`src/rtl/blade_ignition_ctrl.sv`:
```
// Blade ignition sequencer: steps the lit length up/down every STEP_DIV cycles, latches blade config at ignition.
// Latency: state change one edge after a request, one length step per STEP_DIV cycles; no backpressure, requests are one-cycle pulses.
module blade_ignition_ctrl #(
  parameter int STEP_DIV = 4,
  parameter int MAX_LEN  = 15
) (
  input  logic       clk,
  input  logic       rst,
  input  logic [1:0] Config,
  input  logic       Ignite,
  input  logic       Retract,
  output logic [3:0] Len,
  output logic [1:0] State,
  output logic       Busy,
  output logic       Double,
  output logic       Flicker,
  output logic [1:0] CfgLatched
);

  typedef enum logic [1:0] {
    S_OFF     = 2'b00,
    S_EXTEND  = 2'b01,
    S_ON      = 2'b10,
    S_RETRACT = 2'b11
  } state_t;

  localparam logic [7:0] PRE_TC  = 8'(STEP_DIV - 1);
  localparam logic [3:0] LEN_MAX = 4'(MAX_LEN);

  state_t     state;
  logic [7:0] presc;
  logic [3:0] lfsr;
  logic       tc;

  assign tc     = (presc == PRE_TC);
  assign State  = state;
  assign Busy   = (state == S_EXTEND) || (state == S_RETRACT);
  assign Double = (CfgLatched == 2'b01) && (state != S_OFF);

  always_ff @(posedge clk) begin
    if (rst) begin
      state      <= S_OFF;
      Len        <= 4'd0;
      presc      <= 8'd0;
      CfgLatched <= 2'b00;
      Flicker    <= 1'b0;
      lfsr       <= 4'b1001;
    end else begin
      lfsr    <= {lfsr[2:0], lfsr[3] ^ lfsr[2]};
      Flicker <= (state == S_ON && CfgLatched == 2'b11) ? lfsr[0] : 1'b0;
      case (state)
        S_OFF: begin
          if (Ignite && !Retract) begin
            state      <= S_EXTEND;
            CfgLatched <= Config;
            presc      <= 8'd0;
          end
        end
        S_EXTEND: begin
          if (Retract) begin
            state <= S_RETRACT;
            presc <= 8'd0;
          end else if (tc) begin
            presc <= 8'd0;
            // Saturating step: the edge that reaches full length also enters ON.
            if (Len >= LEN_MAX - 4'd1) begin
              Len   <= LEN_MAX;
              state <= S_ON;
            end else begin
              Len <= Len + 4'd1;
            end
          end else begin
            presc <= presc + 8'd1;
          end
        end
        S_ON: begin
          Len <= LEN_MAX;
          if (Retract) begin
            state <= S_RETRACT;
            presc <= 8'd0;
          end
        end
        S_RETRACT: begin
          if (Ignite && !Retract) begin
            state      <= S_EXTEND;
            CfgLatched <= Config;
            presc      <= 8'd0;
          end else if (tc) begin
            presc <= 8'd0;
            // A retract started at length 0 simply lands in OFF without wrapping.
            if (Len <= 4'd1) begin
              Len   <= 4'd0;
              state <= S_OFF;
            end else begin
              Len <= Len - 4'd1;
            end
          end else begin
            presc <= presc + 8'd1;
          end
        end
        default: state <= S_OFF;
      endcase
    end
  end

endmodule

```
`config.mk`:
```
export PLATFORM = sky130hd
export DESIGN_NAME = blade_ignition_ctrl
export DESIGN_NICKNAME = d
export VERILOG_FILES = /design/src/rtl/blade_ignition_ctrl.sv
export SDC_FILE = /design/constraint.sdc
export NUM_CORES = 1
export LEC_CHECK = 0
export BUFFER_PORTS_ARGS = -buffer_cell sky130_fd_sc_hd__buf_2
export CAP_MARGIN = 25
export CORE_UTILIZATION = 47
export DETAILED_ROUTE_END_ITERATION = 12
export PLACE_DENSITY = 0.65
export RECOVER_POWER = 100
export SETUP_SLACK_MARGIN = 0.4
export SLEW_MARGIN = 20
export SYNTH_ARGS = -nofsm -noshare
export SYNTH_HDL_FRONTEND = slang
export SYNTH_SLANG_ARGS = --single-unit
export TNS_END_PERCENT = 50
```
`constraint.sdc`:
```
create_clock -name clk -period 2.3 [get_ports clk]
set_clock_uncertainty 0.1 [all_clocks]
set_input_delay 0.575 -clock clk [delete_from_list [all_inputs] [get_ports clk]]
set_output_delay 0.575 -clock clk [all_outputs]
set_load 0.02 [all_outputs]
```
==> impl_metrics.tcl <==
set metrics [dict create \
    finalHoldViolations 0 \
    synth_xor_area_share_pct 3.903 \
    clock_latency_ps 300 \
    antenna_found_initial 0 \
    reg2reg_to "Len[2]" \
    fin_setup_tns_ps 0 \
    cts.sinks 21 \
    netlist_area_um2 1346 \
    numCtsBuffers 3 \
    die_x_um 55.52 \
    worstPathArrival_ps 1420 \
    synth_top_family_by_area "compound AO/OA/AOI/OAI gates" \
    worst_setup_path_start_kind "flip-flop" \
    overflow 0 \
    min_from "lfsr[1]" \
    yosysTopAreaCell "dfxtp_1" \
    layout-drive-gt1-share_pct 34.25 \
    die-area_um2 3082 \
    yosys.area.top_type_share_pct 31.23 \
    hold_buffers 0 \
    postRouteAntennaNets 0 \
    drtPass1Iterations 4 \
    fp.dieH_um 55.52 \
    syn_inst 147 \
    worstSetupPathType "reg2out" \
    final_cells 212 \
    drtIter0Drc 48 \
    cts_max_path_buffers 2 \
    wl_per_cell_um 15.67 \
    cp_slowest_cell "dfxtp_1" \
    synthTopCellsByArea "dfxtp_1 31%, ha_1 9.3%, a2111oi_2 4.5%" \
    cts_tree "built" \
    synthAdderAreaFrac_pct 9.294 \
    dp_hpwl_um 2175 \
    power.density_nw_per_um2 1136 \
    post-synth-top-count-cell "dfxtp_1" \
    post-route-period-util_pct 91.01 \
    synthMuxAreaShare_pct 1.580 \
    reg2reg_slack_ps 290 \
    numPortBuffers 16 \
    synth_seq_cells 21 \
    syn_to_final_growth_pct 27.04 \
    drt-total-wl_um 3323 \
    seq_area_frac_synth_pct 31.23 \
    postSynthAreaPerCell_um2 9.158 \
    async_flop_share_pct 0 \
    finalMaxSlewViolations 0 \
    crit-reg2reg-launch "State[0]" \
    use_met2_pct 40.28 \
    crit_chain "ha_1 > or2_2 > buf_6" \
    routed-via-count 1263 \
    busiest_layer "met2" \
    synthSimpleGateAreaFrac_pct 22.12 \
    endpoint_kind "primary output" \
    yosysUniqueCellTypes 50 \
    grt_setup_unrepaired "true" \
    row_count 19 \
    fmax_mhz 477.7 \
    first_global_vias 1255 \
    cap_violations 0 \
    synthFlopType "dfxtp_1" \
    mappedNetlistNets 163 \
    grt_usage_pct 22.70 \
    critPathMaxStageDelay_ps 400 \
    gr-usage-met3_pct 2.342 \
    critPathMaxFanout 4 \
    min_path_type "reg2reg" \
    drc 0 \
    synth_common_cells "21 x dfxtp_1, 11 x a21oi_1, 10 x ha_1, 10 x inv_1, 8 x nand2_1" \
    use_met1_pct 28.01 \
    setup_viol 0 \
    final_nets 198 \
    synth_edf_count 0 \
    cp.required_ps 1620 \
    dp_cells 189 \
    clk_pin_slew_worst_paths_ps 120 \
    ys.warnings.count 0 \
    diodes 0 \
    crit_path_start "State[0]" \
    core_area_um2 2734 \
    gp_congestion 0.8238 \
    via_per_inst 5.958 \
    crit_path_end "Busy" \
    root_buffer "clkbuf_4" \
    tightestPinTransition_ps 960.9 \
    synth-compound-area-share_pct 26.39 \
    io_pins 17 \
    ir_worst_vdd_uv 987.5 \
    initial_core_util_pct 49.24 \
    outcome "complete, no violations" \
    grt_first_pass_wirelength_um 5616 \
    slew_headroom_pct 35.94 \
    power.leakage_nw 0.6350 \
    grt_max_degree 23 \
    htree_levels 1 \
    r2r_cells 6 \
    min_period_ps 2093 \
]
-- what timing repair did --
item                                    CTS  global route
cloned                                    0             0
endpoints found under the setup margin    7            12
hold endpoints to repair                  0             0
pin swaps                                 6             3
resized for setup                        19             4
setup buffers                            15             4
-- through the flow --
| stage | total power, mW | utilization (%) | instance area, um2 | worst slack [ps] | hold WS, ps |
|---|---|---|---|---|---|
| 6_report | 1.943 | 62.56 | 1710 | 206.8 | 370.3 |
| 5_1_grt | 2.064 | 62.56 | 1710 | 152.6 | 383.4 |
| 4_1_cts | 1.847 | 61.65 | 1685 | 350.4 | 372.8 |
| 3_5_place_dp | 1.419 | 53.82 | 1471 | 254.4 | 336.3 |
| 3_3_place_gp | 1.400 | 53.82 | 1471 | 286.8 | 330.8 |
| 2_1_floorplan | 1.208 | - | 1374 | 319.1 | 313.8 |
-- area by class of cell --
cell class,count,area [um2]
Timing Repair Buffer,37,247.7
Multi-Input combinational cell,109,924.6
Tap cell,31,38.79
Fill cell,249,1023
Clock inverter,1,5.005
Clock buffer,3,22.52
Inverter,10,45.04
Sequential cell,21,426.7
-- cells by family after synthesis --
logic type                 Yosys count
adders and majority gates           10
AOI/OAI and AO/OA                   43
DFF                                 21
xor gates and xnor gates             6
buffers and inverters               17
muxes                                2
and+or+nand+nor                     48
-- worst min-delay path by stage --
stage,slack (ps),endpoint,cells after the start
2_1_floorplan,310,lfsr[2],1
3_3_place_gp,330,lfsr[2],1
3_5_place_dp,340,lfsr[2],1
4_1_cts,370,lfsr[2],1
5_1_grt,380,lfsr[2],1
6_report,370,lfsr[2],1
-- critical path: cells and delay by family (launching register included) --
family | cells | cell delay, ps
DFF | 1 | 400
and+or+nand+nor | 1 | 320
adders and majority gates | 1 | 260
buffers and inverters | 1 | 130
-- routing by layer --
metal | share of wire, % | routed length [um]
met5 | 0 | 0
met3 | 3.2 | 105
met2 | 53 | 1746
met1 | 43 | 1433
met4 | 1.1 | 38
-- sequential cells by signal (all words and copies together), names as in the netlist --
register / count
presc: 8
Len: 4
lfsr: 4
CfgLatched: 2
State: 2
Flicker: 1
-- power breakdown --
group | switching [mW] | leakage [nW] | internal (mW) | total [mW]
Sequential | 0.0903 | 0.173 | 0.427 | 0.518
Clock | 0.113 | 0.0177 | 0.0648 | 0.178
Combinational | 0.650 | 0.444 | 0.597 | 1.25
-- placed cells by master (no fill, tap or decap), drive strengths merged, types with 4 or more instances in the layout --
cell type / Yosys / layout
nand2: 8 / 8
a21oi: 11 / 11
dfxtp: 21 / 21
buf: 3 / 29
nor2: 5 / 5
or2: 4 / 4
ha: 10 / 10
a211oi: 4 / 4
inv: 10 / 10
a2111oi: 5 / 5
nor3: 8 / 8
xnor2: 6 / 6
nand2b: 5 / 5
clkbuf: 4 / 11
Note: power is estimated with default switching activity, not from simulation.
